--- config.mk ---
export PLATFORM = sky130hd
export DESIGN_NAME = accel_cr_responder_flat
export DESIGN_NICKNAME = d
export VERILOG_FILES = /design/src/rtl/accel_cr_responder_pkg.sv /design/src/rtl/accel_cr_responder_if.sv /design/src/rtl/accel_cr_mul_seq.sv /design/src/rtl/accel_cr_responder.sv /design/src/flat_wrapper.sv
export SDC_FILE = /design/constraint.sdc
export NUM_CORES = 1
export LEC_CHECK = 0
export ABC_AREA = 1
export BUFFER_PORTS_ARGS = -buffer_cell sky130_fd_sc_hd__clkbuf_2
export CAP_MARGIN = 10
export CORE_MARGIN = 5
export CORE_UTILIZATION = 55
export CTS_CLUSTER_DIAMETER = 200
export DETAILED_ROUTE_END_ITERATION = 10
export GPL_TIMING_DRIVEN = 0
export PLACE_DENSITY = 0.83
export RECOVER_POWER = 50
export SLEW_MARGIN = 20
export SYNTH_ARGS = -nofsm -noshare
export SYNTH_HDL_FRONTEND = slang
export SYNTH_SLANG_ARGS = --single-unit
export TNS_END_PERCENT = 50
--- constraint.sdc ---
create_clock -name Clk -period 2.7 [get_ports Clk]
set_input_delay 0 -clock Clk [delete_from_list [all_inputs] [get_ports Clk]]
set_output_delay 0 -clock Clk [all_outputs]
set_load 0.02 [all_outputs]
--- src/rtl/accel_cr_responder_pkg.sv ---
// Shared definitions for the accel CR-space responder: region bounds, CR
// offsets, control/status bit positions, multiplier packet and FSM types.
package accel_cr_responder_pkg;

  localparam logic [31:0] CR_MEM_REGION_FLOOR = 32'h00FE_0000;
  localparam logic [31:0] CR_MEM_REGION_ROOF  = 32'h00FE_FFFF;

  localparam logic [31:0] CR_XOR_INP1   = 32'h00FE_0000; // CR_0
  localparam logic [31:0] CR_XOR_INP2   = 32'h00FE_0004; // CR_1
  localparam logic [31:0] CR_XOR_RESULT = 32'h00FE_0008; // CR_2 (RO)
  localparam logic [31:0] CR_MUL_MCAND  = 32'h00FE_000C; // CR_3
  localparam logic [31:0] CR_MUL_MPLIER = 32'h00FE_0010; // CR_4
  localparam logic [31:0] CR_MUL_CTRL   = 32'h00FE_0014; // CR_5
  localparam logic [31:0] CR_MUL_RESULT = 32'h00FE_0018; // CR_6 (RO)

  // CR_5 write bits
  localparam int CR5_START_BIT    = 0;
  localparam int CR5_CLR_DONE_BIT = 1;
  // CR_5 read bits
  localparam int CR5_BUSY_BIT     = 0;
  localparam int CR5_DONE_BIT     = 1;
  localparam int CR5_TIMEOUT_BIT  = 2;
  // CR_6 field
  localparam int CR6_RESULT_LSB   = 0;
  localparam int CR6_RESULT_MSB   = 15;

  typedef struct packed {
    logic [16:0] AQQ_0;
    logic [7:0]  Mu;
  } stage_mul_inp_t;

  typedef enum logic [1:0] {
    IDLE = 2'd0,
    REQ  = 2'd1,
    WAIT = 2'd2
  } t_mul_state;

  typedef struct packed {
    logic [7:0]  multiplicand;
    logic [7:0]  multiplier;
    logic [15:0] result;
    logic        done;
    logic        timeout;
  } t_mul_cr;

endpackage

--- src/rtl/accel_cr_responder_if.sv ---
// Core request/response port plus the multiplier start/done handshake.
// master = core and multiplier side, slave = CR responder.
interface accel_cr_responder_if;
  import accel_cr_responder_pkg::*;

  logic           ReqValid;
  logic           ReqWrEn;
  logic [31:0]    ReqAddr;
  logic [31:0]    ReqWrData;
  logic           RspValid;
  logic [31:0]    RspData;
  logic           MulStartValid;
  logic           MulStartReady;
  stage_mul_inp_t MulInp;
  logic           MulDoneValid;
  logic [15:0]    MulResult;

  modport master (
    output ReqValid, ReqWrEn, ReqAddr, ReqWrData, MulStartReady, MulDoneValid, MulResult,
    input  RspValid, RspData, MulStartValid, MulInp
  );

  modport slave (
    input  ReqValid, ReqWrEn, ReqAddr, ReqWrData, MulStartReady, MulDoneValid, MulResult,
    output RspValid, RspData, MulStartValid, MulInp
  );

endinterface

--- src/rtl/accel_cr_mul_seq.sv ---
// Multiplier sequencer: IDLE/REQ/WAIT handshake FSM, operand snapshot and,
// when ACCEL_CR_TIMEOUT_EN is defined, an 8-bit WAIT-state watchdog.
module accel_cr_mul_seq
  import accel_cr_responder_pkg::*;
#(
  parameter int TIMEOUT_CYCLES = 255
) (
  input  logic           clk,
  input  logic           rst_n,
  input  logic           start,
  input  logic [7:0]     multiplicand,
  input  logic [7:0]     multiplier,
  input  logic           start_ready,
  input  logic           done_valid,
  output logic           start_valid,
  output stage_mul_inp_t mul_inp,
  output logic           busy,
  output logic           start_ack,
  output logic           result_we,
  output logic           timeout_hit
);

  t_mul_state state, state_nxt;
  logic       tmo_reached;

`ifdef ACCEL_CR_TIMEOUT_EN
  logic [7:0] wd_cnt;

  // Watchdog counts WAIT cycles; zero on every entry into WAIT.
  always_ff @(posedge clk or negedge rst_n) begin
    if (!rst_n)              wd_cnt <= '0;
    else if (state != WAIT)  wd_cnt <= '0;
    else                     wd_cnt <= wd_cnt + 8'd1;
  end

  // Fires in the TIMEOUT_CYCLES-th consecutive WAIT cycle.
  assign tmo_reached = (wd_cnt == 8'(TIMEOUT_CYCLES - 1));
`else
  localparam int unused_timeout_cycles = TIMEOUT_CYCLES;
  assign tmo_reached = 1'b0;
`endif

  // State register.
  always_ff @(posedge clk or negedge rst_n) begin
    if (!rst_n) state <= IDLE;
    else        state <= state_nxt;
  end

  // Next state and one-cycle event strobes for the CR flops in the top.
  always_comb begin
    state_nxt   = state;
    start_ack   = 1'b0;
    result_we   = 1'b0;
    timeout_hit = 1'b0;
    case (state)
      IDLE: begin
        if (start) begin
          start_ack = 1'b1;
          state_nxt = REQ;
        end
      end
      REQ: begin
        if (start_ready) state_nxt = WAIT;
      end
      WAIT: begin
        // A result arriving in the timeout cycle takes priority.
        if (done_valid) begin
          result_we = 1'b1;
          state_nxt = IDLE;
        end else if (tmo_reached) begin
          timeout_hit = 1'b1;
          state_nxt   = IDLE;
        end
      end
      default: state_nxt = IDLE;
    endcase
  end

  // Operands are frozen at start so later CR_3/CR_4 writes cannot disturb REQ.
  always_ff @(posedge clk or negedge rst_n) begin
    if (!rst_n) begin
      mul_inp <= '0;
    end else if (start_ack) begin
      mul_inp.AQQ_0 <= {8'b0, multiplier, 1'b0};
      mul_inp.Mu    <= multiplicand;
    end
  end

  assign busy        = (state != IDLE);
  assign start_valid = (state == REQ);

endmodule

--- src/rtl/accel_cr_responder.sv ---
// CR-space responder for the accel core: region decode, XOR and multiplier
// control registers, one-cycle read response, and the multiplier sequencer.
// Optional WAIT watchdog is enabled by defining ACCEL_CR_TIMEOUT_EN.
module accel_cr_responder
  import accel_cr_responder_pkg::*;
#(
  parameter int TIMEOUT_CYCLES = 255
) (
  input logic                 Clk,
  input logic                 RstN,
  accel_cr_responder_if.slave bus
);

  logic        hit, wr, rd;
  logic        start, clr_done;
  logic [7:0]  xor_inp1, xor_inp2, xor_result;
  logic [7:0]  inp1_nxt, inp2_nxt;
  t_mul_cr     mul_cr;
  logic        busy, start_ack, result_we, timeout_hit;
  logic [31:0] rd_data;
  logic        unused_wdata;

  assign hit = bus.ReqValid &&
               (bus.ReqAddr >= CR_MEM_REGION_FLOOR) &&
               (bus.ReqAddr <= CR_MEM_REGION_ROOF);
  assign wr  = hit && bus.ReqWrEn;
  assign rd  = hit && !bus.ReqWrEn;

  assign start    = wr && (bus.ReqAddr == CR_MUL_CTRL) && bus.ReqWrData[CR5_START_BIT];
  assign clr_done = wr && (bus.ReqAddr == CR_MUL_CTRL) && bus.ReqWrData[CR5_CLR_DONE_BIT];

  // No CR is wider than a byte on the write side.
  assign unused_wdata = ^bus.ReqWrData[31:8];

  // Post-write XOR operands, so the result register tracks the same edge.
  always_comb begin
    inp1_nxt = xor_inp1;
    inp2_nxt = xor_inp2;
    if (wr && (bus.ReqAddr == CR_XOR_INP1)) inp1_nxt = bus.ReqWrData[7:0];
    if (wr && (bus.ReqAddr == CR_XOR_INP2)) inp2_nxt = bus.ReqWrData[7:0];
  end

  // XOR operand and result registers.
  always_ff @(posedge Clk or negedge RstN) begin
    if (!RstN) begin
      xor_inp1   <= '0;
      xor_inp2   <= '0;
      xor_result <= '0;
    end else begin
      xor_inp1   <= inp1_nxt;
      xor_inp2   <= inp2_nxt;
      xor_result <= inp1_nxt ^ inp2_nxt;
    end
  end

  // Multiplier CRs; done is cleared by a new start, set by a captured
  // result (which beats a same-cycle clear), and cleared by software.
  always_ff @(posedge Clk or negedge RstN) begin
    if (!RstN) begin
      mul_cr <= '0;
    end else begin
      if (wr && (bus.ReqAddr == CR_MUL_MCAND))  mul_cr.multiplicand <= bus.ReqWrData[7:0];
      if (wr && (bus.ReqAddr == CR_MUL_MPLIER)) mul_cr.multiplier   <= bus.ReqWrData[7:0];
      if (result_we)                            mul_cr.result       <= bus.MulResult;

      if (start_ack)      mul_cr.done <= 1'b0;
      else if (result_we) mul_cr.done <= 1'b1;
      else if (clr_done)  mul_cr.done <= 1'b0;

      if (start_ack)        mul_cr.timeout <= 1'b0;
      else if (timeout_hit) mul_cr.timeout <= 1'b1;
    end
  end

  // Read mux over pre-edge register values; unmapped addresses read 0.
  always_comb begin
    rd_data = '0;
    case (bus.ReqAddr)
      CR_XOR_INP1:   rd_data[7:0] = xor_inp1;
      CR_XOR_INP2:   rd_data[7:0] = xor_inp2;
      CR_XOR_RESULT: rd_data[7:0] = xor_result;
      CR_MUL_MCAND:  rd_data[7:0] = mul_cr.multiplicand;
      CR_MUL_MPLIER: rd_data[7:0] = mul_cr.multiplier;
      CR_MUL_CTRL: begin
        rd_data[CR5_BUSY_BIT]    = busy;
        rd_data[CR5_DONE_BIT]    = mul_cr.done;
        rd_data[CR5_TIMEOUT_BIT] = mul_cr.timeout;
      end
      CR_MUL_RESULT: rd_data[CR6_RESULT_MSB:CR6_RESULT_LSB] = mul_cr.result;
      default:       rd_data = '0;
    endcase
  end

  // One-cycle read response.
  always_ff @(posedge Clk or negedge RstN) begin
    if (!RstN) begin
      bus.RspValid <= 1'b0;
      bus.RspData  <= '0;
    end else begin
      bus.RspValid <= rd;
      bus.RspData  <= rd ? rd_data : 32'd0;
    end
  end

  accel_cr_mul_seq #(
    .TIMEOUT_CYCLES(TIMEOUT_CYCLES)
  ) u_mul_seq (
    .clk          (Clk),
    .rst_n        (RstN),
    .start        (start),
    .multiplicand (mul_cr.multiplicand),
    .multiplier   (mul_cr.multiplier),
    .start_ready  (bus.MulStartReady),
    .done_valid   (bus.MulDoneValid),
    .start_valid  (bus.MulStartValid),
    .mul_inp      (bus.MulInp),
    .busy         (busy),
    .start_ack    (start_ack),
    .result_we    (result_we),
    .timeout_hit  (timeout_hit)
  );

endmodule

--- src/flat_wrapper.sv ---
// flat-port wrapper written by rule: the top's interface ports become plain ports
module accel_cr_responder_flat import accel_cr_responder_pkg::*;
#(
  parameter int TIMEOUT_CYCLES = 255
)
  (Clk, RstN, bus_ReqValid, bus_ReqWrEn, bus_ReqAddr, bus_ReqWrData, bus_MulStartReady, bus_MulDoneValid, bus_MulResult, bus_RspValid, bus_RspData, bus_MulStartValid, bus_MulInp);
  accel_cr_responder_if bus_i ();
  input logic Clk;
  input logic RstN;
  input wire logic [$bits(bus_i.ReqValid)-1:0] bus_ReqValid;
  input wire logic [$bits(bus_i.ReqWrEn)-1:0] bus_ReqWrEn;
  input wire logic [$bits(bus_i.ReqAddr)-1:0] bus_ReqAddr;
  input wire logic [$bits(bus_i.ReqWrData)-1:0] bus_ReqWrData;
  input wire logic [$bits(bus_i.MulStartReady)-1:0] bus_MulStartReady;
  input wire logic [$bits(bus_i.MulDoneValid)-1:0] bus_MulDoneValid;
  input wire logic [$bits(bus_i.MulResult)-1:0] bus_MulResult;
  output wire logic [$bits(bus_i.RspValid)-1:0] bus_RspValid;
  output wire logic [$bits(bus_i.RspData)-1:0] bus_RspData;
  output wire logic [$bits(bus_i.MulStartValid)-1:0] bus_MulStartValid;
  output wire logic [$bits(bus_i.MulInp)-1:0] bus_MulInp;
  assign bus_i.ReqValid = bus_ReqValid;
  assign bus_i.ReqWrEn = bus_ReqWrEn;
  assign bus_i.ReqAddr = bus_ReqAddr;
  assign bus_i.ReqWrData = bus_ReqWrData;
  assign bus_i.MulStartReady = bus_MulStartReady;
  assign bus_i.MulDoneValid = bus_MulDoneValid;
  assign bus_i.MulResult = bus_MulResult;
  assign bus_RspValid = bus_i.RspValid;
  assign bus_RspData = bus_i.RspData;
  assign bus_MulStartValid = bus_i.MulStartValid;
  assign bus_MulInp = bus_i.MulInp;
  accel_cr_responder #(.TIMEOUT_CYCLES(TIMEOUT_CYCLES)) u_core (.Clk(Clk), .RstN(RstN), .bus(bus_i));
endmodule
# After elaboration in Yosys (flattened, before gate mapping)
# Index checks and enable logic that the tools add are counted.
[classes]
order_cmp = 2
eq_ne = 12
muxes = 18
bitwise = 1
n_reduce_logical = 16
[op_table]
columns = ["cell", "n"]
rows = [
  ["32-bit by 24-bit == test with 1-bit output, second input constant", 7],
  ["32-bit by 24-bit >= comparator with 1-bit output, second input constant", 1],
  ["32-bit by 24-bit less-or-equal comparator with 1-bit output, second input constant", 1],
  ["5-bit one-hot mux with 6 select lines", 1],
  ["8-bit two-way mux", 3],
  ["3-bit one-hot mux with 7 select lines", 1],
  ["16-bit two-way mux", 1],
  ["1-bit logical AND", 11],
  ["1-bit two-way mux", 8],
  ["8-bit XOR", 1],
  ["2-bit two-way mux", 3],
  ["2-bit one-hot mux with 3 select lines", 1],
  ["2-bit != test, second input constant", 2],
  ["3-bit AND reduction", 1],
  ["3-bit nonzero test", 1],
  ["2-bit by 1-bit == test with 1-bit output, second input constant", 1],
  ["2-bit == test, second input constant", 1],
  ["2-bit zero test", 1],
  ["2-bit by 1-bit != test with 1-bit output, second input constant", 1],
  ["2-bit nonzero test", 1],
  ["1-bit zero test", 1],
]
[totals]
reg_bits = 109
inputBits = 86
out_inout_bits = 59
word_cells = 62

# Longest topological paths before layout
# Gate-level depths: netlist of run 1.
[logic_depth]
depth_word = 9
ltp_mapped = 13
ltp_nobuf = 12

# Modules after synthesis
# Synthesis of run 1 repeated with hierarchy kept, for this count alone.
[hier_totals]
hier_cells = 573
area_unflattened_um2 = 4558.1
[by_module_without_submodules]
columns = ["mod", "n_inst", "cells_per_inst", "area_per_inst_um2", "seq_area_each_um2"]
rows = [
  ["accel_cr_responder", 1, 478, 3729.8, 1876.8],
  ["accel_cr_mul_seq", 1, 95, 828.3, 450.4],
]

# Worst setup path after synthesis of run 1
# Ideal clock, no wire load.
[synth_timing]
path_type = "register to register"
from = "register u_core.u_mul_seq.state[1]"
to = "register u_core.mul_cr[10] (netlist name)"
setup_time_ns = 0.125
arrival_time_ns = 1.353
required_time_ns = 2.575
slack_ns = 1.223
stages_incl_launch_ff = 4
path_buffers = 1
period_less_slack_ns = 1.477
path_cell_list = "dfrtp_1 -> nand3_1 -> clkbuf_1 -> mux2_2"
[synth_via]
elab_chain_cells = 2
[synth_lines]
columns = ["item", "line_no", "text"]
rows = [
  ["start, declared", "accel_cr_mul_seq.sv:23", "t_mul_state state, state_nxt;"],
  ["start signal, assigned", "accel_cr_mul_seq.sv:46", "else state <= state_nxt;"],
  ["2-bit == test", "accel_cr_mul_seq.sv:55", "case (state)"],
  ["1-bit two-way mux", "accel_cr_mul_seq.sv:55", ""],
  ["end, declared", "accel_cr_responder.sv:18", "t_mul_cr mul_cr;"],
]
# Every way passes these cells.
# A chain may end at the register's enable or synchronous reset.

# Worst setup path in the final report of run 1
[layout_timing]
from = "register u_core.u_mul_seq.state[0]"
to = "register u_core.mul_cr[10] (netlist name)"
# The elaborated chain is that of the path after synthesis.

==> flow_metrics.tcl, run 1 <==
set metrics [dict create \
    outcome "completed" \
    io_pins 145 \
    synth_enable_flop_cells 0 \
    drive_above_1_share_pct 24.8 \
    maxCapViolCount 0 \
    die_h_um 104 \
    drtAntennaViolNets 0 \
    fill_cells 699 \
    setup_tns_ns 0 \
    dpl.hpwl_um 9120 \
    p_total_mw 2.59 \
    fin_crit_sh_pct 65.0 \
    io_buffers 95 \
    synthToLayoutAreaGrowth_pct 23.9 \
    syn-cell-area_um2 4830 \
    ctsRootBufferMaster "clkbuf_8" \
    crit_fanout 10 \
    synthFlopType "dfrtp_1" \
    firstDrtPassIters 5 \
    htreeDepth 3 \
    ff2ff_setup_slack_ns 0.94 \
    syn_area_per_cell_um2 8.13 \
    cts_inserted_buffers 9 \
    rows 34 \
    start_util_pct 55.9 \
    grt_max_degree 93 \
    final_max_slew_viol_count 0 \
    clk_pin_slew_ns 0.09 \
    antenna_cells 0 \
    finalSetupViolCount 0 \
    cp_num_cells 4 \
    totalWireLength_um 12400 \
    leakage_nw 3.29 \
    critPathSlowestCell "clkbuf_1" \
    ys_seq_elements 92 \
    antenna_found_initial 0 \
    synth_cell_types 30 \
    nets 837 \
    ys_seq_area_share_pct 47.7 \
    finalHoldViolCount 0 \
    r2r_cells 4 \
    slew_headroom_pct 52.6 \
    drc 0 \
    gp_congestion 0.916 \
    clk_latency_ns 0.36 \
    grt_overflow 0 \
    p_per_area_nw_per_um2 432 \
    cts_buffer_depth 2 \
    crit_type "flip-flop to flip-flop" \
    end_kind "flip-flop" \
    hold_buffers 27 \
    num_vias 4379 \
    drt-vias-per-instance 5.07 \
    async_flop_share_pct 100 \
    fp.dieArea_um2 10800 \
    ys_warn_count 0 \
    worst_pin_slew_ns 0.711 \
    grt_usage_pct 23.9 \
    grt_pass1_vias 4544 \
    cp_num_buf_inv 2 \
    wire_per_inst_um 14.4 \
    min_path_cells 4 \
    worst_ep_required_time_ns 2.94 \
    cts.sinks 92 \
    irDropWorstVdd_mv 0.303 \
    tritoncts "built" \
    arrival_ns 2.00 \
    fin_worst_skew_ns 0.0116 \
    crit_path_start_kind "flip-flop" \
    grt_pass1_wl_um 21300 \
    rsz0062_at_grt "false" \
    core_area_um2 8640 \
    fin_crit_ns 1.76 \
    max_stage_delay_ns 0.50 \
    first_iter_violations 295 \
    cts_resized 0 \
    synthCells 594 \
    cts_setup_buffers 0 \
    die_x_um 104 \
    timing.critical_path.max_delay_family "buffers and inverters" \
    path_cells "inv_1 -> nand3_1 -> clkbuf_1 -> mux2_2" \
    timing.fmax_mhz 569 \
    hold_class "primary input to flip-flop" \
]
-- power by group --
group	switching, mW	total (mW)	internal [mW]	leakage, nW
logic	0.130	0.241	0.111	2.01
clock network	0.494	0.925	0.431	0.0923
registers	0.0174	1.42	1.40	1.19
total	0.642	2.59	1.95	3.29
-- Yosys cell counts, types with 7 or more instances --
cell type / count / share of area [%]
nand3_1: 47 / 4.9
inv_1: 65 / 5.1
buf_2: 8 / 0.83
nand2_1: 182 / 14
o21ai_1: 27 / 2.8
nor2_1: 47 / 3.7
inv_2: 7 / 0.54
o21ai_2: 8 / 1.5
o21ai_0: 24 / 2.5
dfrtp_1: 92 / 48
buf_4: 26 / 4.0
mux2_2: 16 / 3.7
-- worst paths after layout --
kind                                        startpoint                           to
min reg2reg                u_core.u_mul_seq.mul_inp[3]  u_core.u_mul_seq.mul_inp[3]
min in group asynchronous                         RstN           u_core.xor_inp1[3]
max                          u_core.u_mul_seq.state[0]            u_core.mul_cr[10]
max in group asynchronous                         RstN           u_core.xor_inp1[5]
min                                        bus_ReqWrEn        u_core.bus.RspData[7]
max reg2reg                  u_core.u_mul_seq.state[0]            u_core.mul_cr[10]
-- cells in the final DEF, fill, tap and decap left out, types with 2 or more instances in the layout --
cell type / count
a21oi_1: 5
buf_1: 2
buf_2: 8
buf_4: 26
buf_8: 2
clkbuf_1: 18
clkbuf_2: 78
clkbuf_8: 10
clkinvlp_4: 2
conb_1: 25
dfrtp_1: 92
dlygate4sd3_1: 27
inv_1: 65
inv_2: 7
inv_6: 2
mux2_2: 16
nand2_1: 182
nand2_2: 4
nand2_4: 5
nand3_1: 47
nand3_2: 2
nand4_1: 3
nor2_1: 47
nor2_2: 3
nor2_4: 5
nor2_8: 4
o21ai_0: 24
o21ai_1: 27
o21ai_2: 8
o31ai_1: 2
-- area by class of cell --
cell class                 instances  area, um^2  area share, %
clock inverter                     6        71.3           1.19
tap                              108         135           2.26
buffer                            41         292           4.87
inverter                          72         270           4.52
multi-input combinational        413        2060           34.4
timing repair buffer             122         734           12.3
clock buffer                       9         124           2.07
sequential                        92        2300           38.5
-- sequential cells by signal, summed over array words and instances, names as in the netlist --
signal and flops:
u_core.bus.RspData 16, u_core.bus.RspValid 1, u_core.mul_cr 33, u_core.u_mul_seq.mul_inp 16, u_core.u_mul_seq.state 2, u_core.xor_inp1 8, u_core.xor_inp2 8, u_core.xor_result 8
-- routing by layer --
layer | up-vias | global-route usage [%] | part of all wire [%]
li1 | 2121 | - | -
met1 | 2022 | 30.0 | 40
met2 | 188 | 40.3 | 49
met3 | 48 | 5.04 | 7.3
met4 | 0 | 9.71 | 3.4
met5 | - | 0 | 0
-- stage by stage --
stage	setup WS (ns)	hold WS [ns]	util, %	std cells	instance area, um^2
6_report	0.944	0.0849	69.3	863	5980
5_1_grt	0.843	0.0988	69.3	863	5980
4_1_cts	0.981	0.0753	69.5	863	6000
3_5_place_dp	1.00	0.112	64.1	821	5540
3_3_place_gp	0.627	0.201	64.0	821	5530
2_1_floorplan	1.22	-0.296	-	618	4920
-- tightest hold or removal path: stages --
cell      delay, ns
clkbuf_2       0.12
nor2_1         0.07
inv_1          0.16
a21oi_1        0.06
-- cells by family after synthesis --
logic type	count (synthesis)	share of synthesized area, %
AO/OA/AOI/OAI	67	7.69
buffers and inverters	113	11.6
AND/OR/NAND/NOR	305	29.2
flip-flops	92	47.7
multiplexers	16	3.73
other	1	0.0776
Note: power is estimated with default switching activity, not from simulation.
==> run 2, diff against run 1 <==
- CORE_UTILIZATION: 55 -> 47
- PLACE_DENSITY: 0.83 -> 0.76
- clock period: 2.7 -> 1.45 ns (I/O delays scaled with it)
==> flow_metrics.tcl, run 2 (same netlist as run 1, synthesis figures left out) <==
set metrics [dict create \
    synthToLayoutAreaGrowth_pct 26.9 \
    dp_slack_ns -0.223 \
    cts_inserted_buffers 9 \
    worst_pin_slew_ns 1.19 \
    antenna_found_initial 0 \
    fin_crit_ns 1.37 \
    swShare_pct 23.4 \
    first_iter_violations 295 \
    crit_type "flip-flop to flip-flop" \
    min_path_cells 4 \
    cts_buffer_depth 2 \
    antenna_cells 0 \
    gp_congestion 0.870 \
    leakage_nw 3.34 \
    wire_per_inst_um 13.6 \
    start_util_pct 47.4 \
    drtAntennaViolNets 0 \
    die_h_um 111 \
    io_pins 145 \
    final_core_util_pct 60.2 \
    end_kind "flip-flop" \
    grt_pass1_vias 4106 \
    arrival_ns 1.62 \
    rows 37 \
    final_common_cell "nand2_1" \
    hold_class "primary input to flip-flop" \
    maxCapViolCount 0 \
    finalInstanceArea_um2 6130 \
    finalSetupViolCount 0 \
    top_regs "u_core.mul_cr x33, u_core.bus.RspData x16, u_core.u_mul_seq.mul_inp x16" \
    layout_common_cells "nand2_1, dfrtp_1, clkbuf_2, inv_1, nand3_1" \
    placed_cell_area_um2 5580 \
    htreeDepth 3 \
    die_x_um 111 \
    seq_power_share_pct 50.9 \
    crit_fanout 10 \
    p_per_area_nw_per_um2 848 \
    timing.fmax_mhz 728 \
    fp.dieArea_um2 12400 \
    max_stage_delay_ns 0.41 \
    worst_ep_required_time_ns 1.70 \
    critPathSlowestCell "dfrtp_1" \
    ctsRootBufferMaster "clkbuf_8" \
    fin_ws_ns 0.0767 \
    totalWireLength_um 12200 \
    grt_max_degree 93 \
    num_vias 4327 \
    clk_pin_slew_ns 0.10 \
    switchingPower_mw 1.22 \
    tritoncts "built" \
    nets 839 \
    io_buffers 95 \
    path_cells "inv_2 -> nand3_2 -> clkbuf_4 -> mux2_2" \
    rsz0062_at_grt "true" \
    p_total_mw 5.20 \
    p_comb_share_pct 8.5 \
    drc 0 \
    firstDrtPassIters 5 \
    fin_worst_skew_ns 0.00998 \
    drt-vias-per-instance 4.84 \
    fin_crit_sh_pct 94.7 \
    largest_reg_flops 33 \
    grt_usage_pct 19.5 \
    crit_path_start_kind "flip-flop" \
    clk_latency_ns 0.37 \
    cts.sinks 92 \
    outcome "completed" \
    internal_power_mw 3.98 \
    finalHoldViolCount 0 \
    top_register "u_core.mul_cr" \
    final_max_slew_viol_count 0 \
    slew_headroom_pct 20.4 \
    r2r_cells 4 \
    irDropWorstVdd_mv 0.567 \
    dpl.hpwl_um 9300 \
    clockPowerShare_pct 40.6 \
    grt_pass1_wl_um 19700 \
    core_area_um2 10200 \
    grt_overflow 0 \
    drive_above_1_share_pct 26.3 \
    setup_tns_ns 0 \
]
-- run 2: changes by cell type in the layout (fill, tap and decap cells not counted), sizes merged --
cell      previous run  this run
clkinvlp             2         1
bufinv               1         3
clkbuf             106       108
-- run 2: what timing repair did --
action | in CTS | in global routing
setup buffers | 0 | 1
pin swaps | 0 | 2
endpoints found under the setup margin | 9 | 41
hold buffers | 27 | 0
resized for setup | 3 | 16
hold endpoints to repair | 138 | 0
gates cloned | 0 | 1
-- run 2: area by class of cell --
type	count	area [um^2]
plain buffers	41	319
fillers	886	4060
flip-flops and latches	92	2300
clock buffers	9	124
well taps	136	170
inverters	72	270
repair buffers	124	744
multi-input cells	413	2080
clock inverters	7	123
-- run 2: power by group through the flow --
stage | combinational (mW) | clock [mW] | sequential, mW
after floorplan | 0.210 | 0 | 2.69
after global placement | 0.366 | 0 | 2.69
after detailed placement | 0.383 | 0 | 2.70
after CTS | 0.443 | 2.12 | 2.65
after global routing | 0.490 | 2.22 | 2.65
final | 0.442 | 2.11 | 2.65
-- run 2: worst max-delay path, delay by kind of cell (launching register included) --
family        cells  cell delay, ns
simple gates      1            0.17
buf+inv           2            0.36
mux               1            0.30
flops             1            0.41
-- run 2: per-stage QoR --
step,hold slack (ns),instances
floorplan,-0.296,618
global placement,0.192,849
detailed placement,0.112,849
CTS,0.0822,892
global route,0.0969,894
finish,0.0869,894
-- run 2: path summary, 6_finish.rpt --
kind	startpoint	end	slack [ns]
setup / recovery	u_core.u_mul_seq.state[0]	u_core.mul_cr[10]	0.08
hold / removal	bus_ReqWrEn	u_core.bus.RspData[7]	0.09
setup reg to reg	u_core.u_mul_seq.state[0]	u_core.mul_cr[10]	0.08
hold reg to reg	u_core.u_mul_seq.mul_inp[11]	u_core.u_mul_seq.mul_inp[11]	0.48
max in group asynchronous	RstN	u_core.u_mul_seq.mul_inp[12]	0.26
min in group asynchronous	RstN	u_core.bus.RspData[14]	0.45
-- run 2: routing by layer --
layer  vias up  wire [um]  track usage, %
li1       2128          -               -
met1      2026       4920            24.7
met2       148       6290            34.1
met3        25        724            2.93
met4         0        266            6.81
met5         -          0               0
